File: config.mk
export PLATFORM = sky130hd
export DESIGN_NAME = ram_portb_sched
export DESIGN_NICKNAME = d
export VERILOG_FILES = /design/src/rtl/ram_sched_pkg.sv /design/src/rtl/ram_clear_engine.sv /design/src/rtl/ram_portb_sched.sv
export SDC_FILE = /design/constraint.sdc
export NUM_CORES = 1
export LEC_CHECK = 0
export CAP_MARGIN = 5
export CELL_PAD_IN_SITES_DETAIL_PLACEMENT = 1
export CELL_PAD_IN_SITES_GLOBAL_PLACEMENT = 2
export CORE_UTILIZATION = 19
export CTS_BUF_LIST = sky130_fd_sc_hd__clkbuf_8
export CTS_CLUSTER_DIAMETER = 100
export DETAILED_ROUTE_END_ITERATION = 10
export PLACE_DENSITY_LB_ADDON = 0.1
export SLEW_MARGIN = 5
export SYNTH_ARGS = -nofsm -noshare
export SYNTH_HDL_FRONTEND = slang
export SYNTH_SLANG_ARGS = --single-unit
export TNS_END_PERCENT = 50
File: constraint.sdc
create_clock -name CLK_50 -period 1.9 [get_ports CLK_50]
set_clock_uncertainty 0.1 [all_clocks]
set_input_delay 0.19 -clock CLK_50 [delete_from_list [all_inputs] [get_ports CLK_50]]
set_output_delay 0.19 -clock CLK_50 [all_outputs]
set_load 0.02 [all_outputs]
File: src/rtl/ram_sched_pkg.sv
// Shared types and constants for the RAM port B scheduler.
`timescale 1ns/1ps
package ram_sched_pkg;

  typedef enum logic [1:0] {CLR_IDLE, CLR_RUN, CLR_DONE} clr_state_t;
  typedef enum logic [1:0] {GNT_NONE, GNT_VGA, GNT_CLR, GNT_DBG} grant_t;

  localparam int STAT_WIDTH = 16;

  // Saturating increment for the statistics counters.
  function automatic logic [STAT_WIDTH-1:0] sat_inc(input logic [STAT_WIDTH-1:0] v);
    return (v == '1) ? v : v + 1'b1;
  endfunction

endpackage

File: src/rtl/ram_clear_engine.sv
// Zero-fill sweep engine: walks clr_cnt over the whole address space,
// advancing only on cycles where the arbiter grants it the port.
`timescale 1ns/1ps
module ram_clear_engine #(
  parameter int ADDR_WIDTH     = 10,
  parameter bit CLEAR_ON_RESET = 1'b1
) (
  input  logic                  clk,
  input  logic                  reset,
  input  logic                  start,
  input  logic                  grant,
  output logic                  busy,
  output logic                  done,
  output logic [ADDR_WIDTH-1:0] addr
);
  import ram_sched_pkg::*;

  clr_state_t state;

  // Sweep FSM; busy/done are registered alongside the state.
  always_ff @(posedge clk) begin
    if (reset) begin
      state <= CLEAR_ON_RESET ? CLR_RUN : CLR_IDLE;
      busy  <= CLEAR_ON_RESET;
      done  <= 1'b0;
      addr  <= '0;
    end else begin
      case (state)
        CLR_IDLE: begin
          if (start) begin
            state <= CLR_RUN;
            busy  <= 1'b1;
            addr  <= '0;
          end
        end
        CLR_RUN: begin
          if (grant) begin
            addr <= addr + 1'b1;
            if (addr == '1) begin
              state <= CLR_DONE;
              busy  <= 1'b0;
              done  <= 1'b1;
            end
          end
        end
        CLR_DONE: begin
          state <= CLR_IDLE;
          done  <= 1'b0;
        end
        default: begin
          state <= CLR_IDLE;
          busy  <= 1'b0;
          done  <= 1'b0;
        end
      endcase
    end
  end

endmodule

File: src/rtl/ram_portb_sched.sv
// RAM port B scheduler: fixed-priority VGA > clear > debug arbitration.
// Optional statistics counters are built when RAM_SCHED_STATS_EN is defined.
`timescale 1ns/1ps
module ram_portb_sched #(
  parameter int DATA_WIDTH     = 16,
  parameter int ADDR_WIDTH     = 10,
  parameter bit CLEAR_ON_RESET = 1'b1
) (
  input  logic                  CLK_50,
  input  logic                  reset,
  input  logic [ADDR_WIDTH-1:0] vga_addr,
  input  logic                  vga_blank,
  output logic [DATA_WIDTH-1:0] vga_data,
  input  logic                  clear_start,
  output logic                  clear_busy,
  output logic                  clear_done,
  input  logic                  dbg_req,
  input  logic [ADDR_WIDTH-1:0] dbg_addr,
  output logic                  dbg_gnt,
  output logic                  dbg_rvalid,
  output logic [DATA_WIDTH-1:0] dbg_rdata,
  output logic [ADDR_WIDTH-1:0] ram_addr_b,
  output logic [DATA_WIDTH-1:0] ram_data_b,
  output logic                  ram_wren_b,
  input  logic [DATA_WIDTH-1:0] ram_q_b,
  output logic [15:0]           stat_clr_cyc,
  output logic [15:0]           stat_dbg_wait
);
  import ram_sched_pkg::*;

  grant_t                grant;
  logic [ADDR_WIDTH-1:0] clr_addr;

  ram_clear_engine #(
    .ADDR_WIDTH     (ADDR_WIDTH),
    .CLEAR_ON_RESET (CLEAR_ON_RESET)
  ) u_clear (
    .clk   (CLK_50),
    .reset (reset),
    .start (clear_start),
    .grant (grant == GNT_CLR),
    .busy  (clear_busy),
    .done  (clear_done),
    .addr  (clr_addr)
  );

  // Fixed-priority grant; reset forces the idle/VGA view of the port.
  always_comb begin
    grant = GNT_NONE;
    if (!reset) begin
      if (!vga_blank)     grant = GNT_VGA;
      else if (clear_busy) grant = GNT_CLR;
      else if (dbg_req)    grant = GNT_DBG;
    end
  end

  // Port B address mux follows the grant.
  always_comb begin
    ram_addr_b = vga_addr;
    case (grant)
      GNT_CLR: ram_addr_b = clr_addr;
      GNT_DBG: ram_addr_b = dbg_addr;
      default: ram_addr_b = vga_addr;
    endcase
  end

  assign ram_wren_b = (grant == GNT_CLR);
  assign ram_data_b = '0;
  assign dbg_gnt    = (grant == GNT_DBG);
  assign vga_data   = ram_q_b;

  // Debug read pipeline: rvalid trails the grant by one cycle, data is latched on rvalid.
  always_ff @(posedge CLK_50) begin
    if (reset) begin
      dbg_rvalid <= 1'b0;
      dbg_rdata  <= '0;
    end else begin
      dbg_rvalid <= dbg_gnt;
      if (dbg_rvalid) dbg_rdata <= ram_q_b;
    end
  end

`ifdef RAM_SCHED_STATS_EN
  logic sweep_start;
  // An accepted clear_start is one seen while neither busy nor in the done cycle.
  assign sweep_start = clear_start && !clear_busy && !clear_done;

  // Saturating clear-cycle and debug-wait counters.
  always_ff @(posedge CLK_50) begin
    if (reset) begin
      stat_clr_cyc  <= '0;
      stat_dbg_wait <= '0;
    end else begin
      if (sweep_start)     stat_clr_cyc <= '0;
      else if (clear_busy) stat_clr_cyc <= sat_inc(stat_clr_cyc);
      if (dbg_req && !dbg_gnt) stat_dbg_wait <= sat_inc(stat_dbg_wait);
    end
  end
`else
  assign stat_clr_cyc  = '0;
  assign stat_dbg_wait = '0;
`endif

endmodule

==> results of run 1 <==
[power breakdown]
group,total [uW],switching (uW),internal (uW)
combinational,407,229,177
sequential,654,1.78,653
clock,523,239,284
total,1580,471,1110
[cell families after synthesis]
family                     after synthesis  share of synthesized area [%]
AOI/OAI and AO/OA                       51                          14.91
muxes                                   16                          7.853
other                                    1                         0.1839
and+or+nand+nor                         63                          17.36
DFF                                     31                          30.43
xor gates and xnor gates                 4                          1.718
adders and majority gates                1                         0.6134
buffers and inverters                   80                          26.93
[state kept, by name (all words and copies together), names as in the netlist]
| signal | flops |
|---|---|
| dbg_rdata | 16 |
| u_clear.addr | 10 |
| dbg_rvalid | 1 |
| u_clear.state | 2 |
| u_clear.done | 1 |
| u_clear.busy | 1 |
[path summary, 6_finish.rpt]
kind           startpoint               to  slack, ns  cells after the start
max reg2reg  u_clear.busy  u_clear.addr[9]       0.27                      7
min reg2reg  dbg_rdata[2]     dbg_rdata[2]       0.39                      2
max                 reset    ram_addr_b[4]       0.08                      7
min          dbg_rdata[2]     dbg_rdata[2]       0.39                      2
[through the flow]
step	instances	hold WS, ns
after floorplan	294	0.2372
after global placement	461	0.3727
after detailed placement	461	0.3819
after CTS	468	0.3995
after global routing	468	0.4234
final	468	0.3929
[critical path: cells and delay by family]
kind | cells | cell delay, ns
buffers and inverters | 4 | 0.92
and+or+nand+nor | 1 | 0.21
AOI/OAI and AO/OA | 2 | 0.20
[final cells by class]
| class | count | area (sq um) | area share, % |
|---|---|---|---|
| well taps | 136 | 170.2 | 5.738 |
| clock buffers | 6 | 82.58 | 2.785 |
| clock inverters | 1 | 5.005 | 0.1688 |
| inverters | 4 | 16.27 | 0.5485 |
| multi-input cells | 183 | 1065 | 35.91 |
| repair buffers | 107 | 1006 | 33.92 |
| flip-flops and latches | 31 | 620.6 | 20.93 |
[metal layers]
layer,GRT usage (%),up-vias,share of wire [%],wire (microns)
met5,0,-,0,0
met4,3.274,0,1.2,73
met3,4.329,5,11,638
met2,17.95,100,42,2558
met1,13.76,835,46,2768
li1,-,919,-,-
[what timing repair did]
item                                    4_1_cts  5_1_grt
pin swaps                                     0        2
gates resized for setup                      45        8
endpoints found under the setup margin       12       12
[Yosys cell counts, types with 6 or more instances]
library cell   n  area [sq um]
o22ai_1       14         87.58
nor2_1        26         97.59
o21ai_0       10         50.05
a21oi_1       17         85.08
buf_4         64         480.5
buf_2          6         30.03
dfxtp_1       31         620.6
nand3b_1       6         45.04
mux2i_1       16         160.2
==> results by group, run 1 <==
Synth
  • Netlist cell types: 42
  • Flops & latches, synth: 31
  • Seq/Total Area, Yosys: ~30%
  • Cells after Synth: between 200 and 250
  • Synth warn: 0
  • Async set-or-reset flop fraction in the synthesized netlist: 0%
  • Syn avg cell area: approximately 8.3 sq um
  • Synthesized area: roughly 2000 sq um
  • Commonest register cell after synthesis: dfxtp_1
  • Post-synth EDFFs: 0

Clock tree
  • H-tree levels: 2
  • Postcts setup bufs: 0
  • CTS tree: done
  • Clk root buf: clkbuf_8
  • Hold-fix buffers, CTS: 0
  • Clk_lat worst skew: between 0.2 and 0.3 ns
  • Maximum clock path buffer count: 2
  • Clock sinks: 31
  • Register clock-pin slew on the reported worst setup and hold paths: 0.06 ns
  • TritonCTS buffer count: 5

Pwr
  • Final Power: ~1600 uW
  • Lkg Pwr: approximately 0.0011 uW
  • PD cells: ~530 nW/um^2
  • Max IR drop VDD: around 200 uV

Route
  • 1st-pass router iterations: 4
  • Vias: 1859
  • Wirelength per Cell: 12.90 microns
  • Post-DRT Antenna Nets: 0
  • Total Routed Length: 6039 microns
  • DRC Markers: 0
  • Vias per cell: ~4.0
  • Initial DRC Count: 55

Cells and area
  • Filler cells: 1263
  • Area Overhead vs Synth: 45.40%
  • Commonest non-fill, non-tap cell in the layout: clkdlybuf4s50_1
  • Ant. Diodes: 0
  • Fraction of layout cells with a size suffix above 1: 15.06%
  • Most frequent cells in the layout: 75 x clkdlybuf4s50_1, 48 x conb_1, 31 x dfxtp_1, 25 x nor2_1, 22 x buf_4
  • Nets: roughly 370
  • Final core utilization: between 20% and 30%
  • Design area: between 2000 and 3000 sq um

Timing
  • Setup violations, final: 0
  • Min Tclk post-route: ~1.8 ns
  • Setup TNS: 0 ns
  • RSZ-0062 raised after global routing: true
  • Final Hold Fails: 0
  • Final worst slack: 0.07580 ns
  • Maximum clock rate: between 500 and 600 MHz
  • Final max-slew violation count: 0
  • Final worst path period share: between 90% and 100%

Setup path
  • Critical Path Sink Type: output port
  • Critical path type: in2out
  • Slowest stage delay, CP: between 0.4 and 0.5 ns
  • Critical path's slowest cell: clkdlybuf4s50_1
  • Critical path startpoint category: input pin
  • Worst EP required: 1.61 ns
  • CP Cell Sequence: clkdlybuf4s50_1 > buf_4 > nand3b_2 > buf_12 > o22ai_1 > a21oi_1 > buf_4
  • Crit path DAT: approximately 1.5 ns
  • Top cell by count, worst path: buf_4
  • Crit Path Max Fanout: 12

Floorplan
  • # IOs: 136
  • Die ar.: roughly 11000 sq um
  • Cell Rows: 37
  • Initial Util: about a fifth
  • Die H: approximately 110 microns
  • Core footprint: around 10000 sq um
  • Die width: approximately 110 microns

Place
  • GP Congestion: 0.6996
  • Setup WS pre-CTS: -0.4382 ns
  • Post-DP Area: 2899 sq um
  • Port bufs: 87
  • DP HPWL: slightly below 5000 microns

Outcome
  • Outcome: finished clean

GRT
  • Overflow after GRT: 0
  • First-pass GRT wire length: a little under 10000 microns
  • Global Route Usage Sum: 11.16%
  • Initial antenna violation count: 0
  • Largest net degree at the start of global routing: 28
  • Vias in the first global route: approximately 1.8k

Hold path
  • Hold Path Class: reg2reg

Flow run
  • Number of max-cap violations: 0
Power figures use the tool's default switching activity.
==> run 2, diff against run 1 <==
CORE_MARGIN = 2   (was default)
TNS_END_PERCENT = 5   (was 50)
==> run 2 against run 1 <==
Via count fell by 1.3%; critical path depth did not move; first-iteration DRC count did not move; setup slack improved by 0.0029 ns; design area rose by 0.17%; sequential power barely moved; total power rose by 0.65%.
==> results by group, run 2 (synthesized netlist as in run 1, its figures left out) <==
Clock tree
  • Clk root buf: clkbuf_8
  • H-tree levels: 2 (unchanged)
  • Register clock-pin slew on the reported worst setup and hold paths: 0.06 ns (about the same)
  • Clock sinks: 31 (unchanged)
  • Hold-fix buffers, CTS: 0 (unchanged)
  • Maximum clock path buffer count: 2 (unchanged)
  • Clk_lat worst skew: 0.28 ns (about the same)
  • TritonCTS buffer count: 5 (unchanged)
  • CTS tree: done

Route
  • Initial DRC Count: 55 (unchanged)
  • Post-DRT Antenna Nets: 0 (unchanged)
  • Total Routed Length: 6135 microns (+1.6%)
  • DRC Markers: 0 (unchanged)
  • Vias per cell: 3.927 (-1.1%)
  • Vias: 1834 (-1.3%)
  • Wirelength per Cell: 13.14 microns (+1.8%)
  • 1st-pass router iterations: 4 (unchanged)

GRT
  • Overflow after GRT: 0 (unchanged)
  • First-pass GRT wire length: 9321 microns (-3.9%)
  • Initial antenna violation count: 0 (unchanged)
  • Vias in the first global route: 1748 (-2.9%)
  • Global Route Usage Sum: 10.45% (-0.71 points)
  • Largest net degree at the start of global routing: 28 (unchanged)

Timing
  • Final Hold Fails: 0 (unchanged)
  • Final worst slack: 0.07875 ns (+0.002946 ns)
  • Final worst path period share: 95.86% (-0.16 points)
  • Maximum clock rate: 549.1 MHz (+0.16%)
  • Min Tclk post-route: 1.821 ns (-0.002946 ns)
  • Final max-slew violation count: 0 (unchanged)
  • Setup violations, final: 0 (unchanged)
  • RSZ-0062 raised after global routing: true

Place
  • Setup WS pre-CTS: -0.4600 ns (-0.02174 ns)
  • GP Congestion: 0.7116 (+1.7%)
  • DP HPWL: 4830 microns (+0.43%)
  • Port bufs: 87 (unchanged)
  • Post-DP Area: 2892 sq um (-0.26%)

Floorplan
  • # IOs: 136 (unchanged)
  • Die ar.: 11580 sq um (+3.8%)
  • Die H: 107.6 microns (+1.9%)
  • Initial Util: 19.67% (unchanged)
  • Die width: 107.6 microns (+1.9%)
  • Cell Rows: 37 (unchanged)
  • Core footprint: 10370 sq um (unchanged)

Setup path
  • Worst EP required: 1.61 ns (about the same)
  • Critical Path Sink Type: output port
  • Critical path type: in2out
  • Critical path startpoint category: input pin
  • Crit. Startpoint: reset
  • Crit Path Max Fanout: 12 (unchanged)
  • Crit path DAT: 1.53 ns (about the same)
  • Worst reg2reg path startpoint: u_clear.addr[1]

Cells and area
  • Flip-flop count of the largest register after layout: 16 (unchanged)
  • Most frequent cells in the layout: 75 x clkdlybuf4s50_1, 48 x conb_1, 30 x dfxtp_1, 25 x nor2_1, 23 x buf_4
  • Register with the most flip-flops: dbg_rdata
  • Nets: 373 (-0.27%)
  • Ant. Diodes: 0 (unchanged)
  • Largest regs: dbg_rdata: 16 flops, u_clear.addr: 10 flops, u_clear.state: 2 flops
  • Area Overhead vs Synth: 45.64%
  • Commonest non-fill, non-tap cell in the layout: clkdlybuf4s50_1
  • Fraction of layout cells with a size suffix above 1: 15.41% (+0.35 points)
  • Design area: 2970 sq um (+0.17%)

Outcome
  • Outcome: finished clean

Pwr
  • Lkg Pwr: 0.001127 uW (-0.12%)
  • Max IR drop VDD: 225.5 uV (+11%)
  • PD cells: 536.8 nW/um^2 (+0.48%)

Hold path
  • Hold Path Class: reg2reg
  • Hold_sp: dbg_rdata[2]

Flow run
  • Number of max-cap violations: 0 (unchanged)
run 2: cell count changes in the layout (fill, tap and decap cells not counted), sizes merged:
cell	change
buf	-2
clkbuf	+1
run 2: cell type report:
| cell class | count | area [sq um] |
|---|---|---|
| fillers | 1259 | 7400 |
| multi-input cells | 183 | 1071 |
| repair buffers | 106 | 1003 |
| flip-flops and latches | 31 | 621.8 |
| well taps | 136 | 170.2 |
| clock buffers | 6 | 82.58 |
| inverters | 4 | 16.27 |
| clock inverters | 1 | 5.005 |
run 2: critical path, stage by stage:
cell and delay (ns):
clkdlybuf4s50_1 0.43, buf_4 0.15, nand3b_2 0.23, buf_12 0.17
o22ai_1 0.13, a21oi_1 0.06, clkbuf_2 0.18
run 2: worst paths after layout:
| check | to | slack, ns | cells after the start |
|---|---|---|---|
| setup / recovery | ram_addr_b[5] | 0.08 | 7 |
| setup reg to reg | u_clear.addr[8] | 0.26 | 5 |
| hold reg to reg | dbg_rdata[2] | 0.39 | 2 |
| hold / removal | dbg_rdata[2] | 0.39 | 2 |
run 2: stage by stage:
step | power [uW] | hold slack (ns) | instances | util, % | TNS (ns)
floorplan | 977.7 | 0.2372 | 294 | - | 0
global placement | 1088 | 0.3726 | 460 | 27.88 | -5.525
detailed placement | 1087 | 0.3823 | 460 | 27.88 | -5.519
CTS | 1632 | 0.4008 | 467 | 28.52 | -0.1205
global route | 1687 | 0.4273 | 467 | 28.64 | -0.1061
finish | 1595 | 0.3938 | 467 | 28.64 | 0
run 2: timing repair:
item,in CTS,in global routing
resized for setup,41,17
buffers inserted,0,0
gates cloned,0,0
setup endpoints to repair,12,15
pin swaps,0,1
run 2: report_power, final:
part | leakage (uW) | switching, uW | total, uW | internal [uW]
registers | 0.000249 | 2.36 | 655 | 652
logic | 0.000830 | 228 | 407 | 179
clock network | 0.0000470 | 249 | 533 | 284
total | 0.00113 | 479 | 1590 | 1120
run 2: per-layer routing:
metal	routed length, microns	global-route usage (%)
met5	0	0
met4	64	3.022
met3	612	3.329
met2	2615	15.99
met1	2843	14.02
==> run 3, diff against run 2 <==
SLEW_MARGIN = default   (was 5)
==> results of run 3 <==
The final DEF is identical to that of run 2; final timing and power are the same.
==> patch (settings of run 3) <==
The option `RAM_SCHED_STATS_EN` is turned on by a define.
--- a/src/rtl/ram_portb_sched.sv
+++ b/src/rtl/ram_portb_sched.sv
@@ -3,2 +3,4 @@
 `timescale 1ns/1ps
+`define RAM_SCHED_STATS_EN
+
 module ram_portb_sched #(
Function: changed (a bounded check fails within 4 cycles, from zero or initial values and one cycle with reset high).
==> patch against run 3 <==
- the flow now finishes with violations (setup timing)
- setup slack got worse by 0.093 ns
- routed wire length grew 110%
- non-clock buffer count rose by 88
- total power grew 100%
- utilization grew 2.1 points
- final area rose by 85%
- sequential cell count up 32
- area after synthesis increased by 69%
- sequential power is 100% higher
- critical path type is now reg2out
- critical endpoint is now ram_addr_b[8]
==> patch: results <==
<?xml version="1.0" encoding="UTF-8"?>
<metrics>
  <group name="pwr">
    <metric name="internal_power" unit="mW">2.39</metric>
    <metric name="power_leakage" unit="nW">1.96</metric>
  </group>
  <group name="synthesis">
    <metric name="compound_gate_portion_of_the_synthesized_area" unit="">0.184</metric>
    <metric name="synthTopCellsByCount" unit="">sky130_fd_sc_hd__dfxtp_1 (63), sky130_fd_sc_hd__nor2_1 (35), sky130_fd_sc_hd__buf_4 (32)</metric>
    <metric name="cell_variety_after_synth" unit="">49</metric>
    <metric name="post_synth_main_area_contributors" unit="">sky130_fd_sc_hd__dfxtp_1 (37%), sky130_fd_sc_hd__buf_4 (7.0%), sky130_fd_sc_hd__mux2i_1 (4.9%)</metric>
  </group>
  <group name="min_path">
    <metric name="worstHoldEndpoint" unit="">u_clear.addr[1]$_SDFFE_PP0P_</metric>
    <metric name="min-delay-start" unit="">reset</metric>
    <metric name="hold_path_class" unit="">in2reg</metric>
  </group>
  <group name="placement">
    <metric name="numPlacedInstances" unit="">798</metric>
  </group>
  <group name="cells_and_area">
    <metric name="buffers" unit="">194</metric>
    <metric name="layout.nonclk_buf_frac" unit="">0.314</metric>
    <metric name="sequential_cell_area" unit="um2">1280</metric>
  </group>
  <group name="grt">
    <metric name="pin_count_of_the_biggest_net_entering_global_routing" unit="">35</metric>
    <metric name="antenna_violations_before_repair" unit="">1</metric>
    <metric name="first_global_vias" unit="">3851</metric>
  </group>
  <group name="drt">
    <metric name="avgViaCountPerCell" unit="">4.51</metric>
    <metric name="drt-total-wl" unit="um">12600</metric>
    <metric name="routed-wl-met3" unit="um">468</metric>
  </group>
  <group name="outcome">
    <metric name="violated_checks" unit="">setup timing</metric>
    <metric name="status" unit="">finished with violations</metric>
  </group>
  <group name="cts">
    <metric name="worst_skew_pair.late_latency" unit="ns">0.35</metric>
    <metric name="cts_inserted_buffers" unit="">9</metric>
  </group>
  <group name="worst_setup_path">
    <metric name="crit_slowest_cell" unit="">sky130_fd_sc_hd__dfxtp_2</metric>
    <metric name="worstPathMaxFanout" unit="">4</metric>
    <metric name="worst_setup_path_startpoint" unit="">u_clear.busy$_SDFFE_PP1P_</metric>
  </group>
  <group name="sta">
    <metric name="fin_ws" unit="ns">-0.0145</metric>
    <metric name="setup_viol" unit="">4</metric>
  </group>
</metrics>
-- patch: changes by cell type after synthesis, sizes merged, moves of 10 or more --
cell / delta
nand2: +17
clkbuf: +14
dfxtp: +32
nand4: +12
o31ai: +14
buf: -38
a22oi: +10
or4: +12
a31oi: +10
nor2b: +12
o22ai: -14
o21ai: +16
-- patch: through the flow --
step / area, um2 / worst slack [ns] / hold WS, ns / util / TNS, ns
after floorplan: 3530 / -0.0398 / 0.237 / - / -0.172
after global placement: 5210 / -0.544 / 0.374 / 0.291 / -10.69
after detailed placement: 5210 / -0.572 / 0.386 / 0.291 / -11.27
after CTS: 5450 / -0.195 / 0.147 / 0.305 / -1.58
after global routing: 5500 / -0.0976 / 0.190 / 0.307 / -0.937
final: 5500 / -0.0145 / 0.182 / 0.307 / -0.0520
-- patch: logic make-up after synthesis --
family                   Yosys count
XOR/XNOR                           8
AND/OR/NAND/NOR                  159
other                              1
flip-flops                        63
adder cells (fa/ha/maj)            3
buffers and inverters             61
multiplexers                      19
AO/OA/AOI/OAI                    101
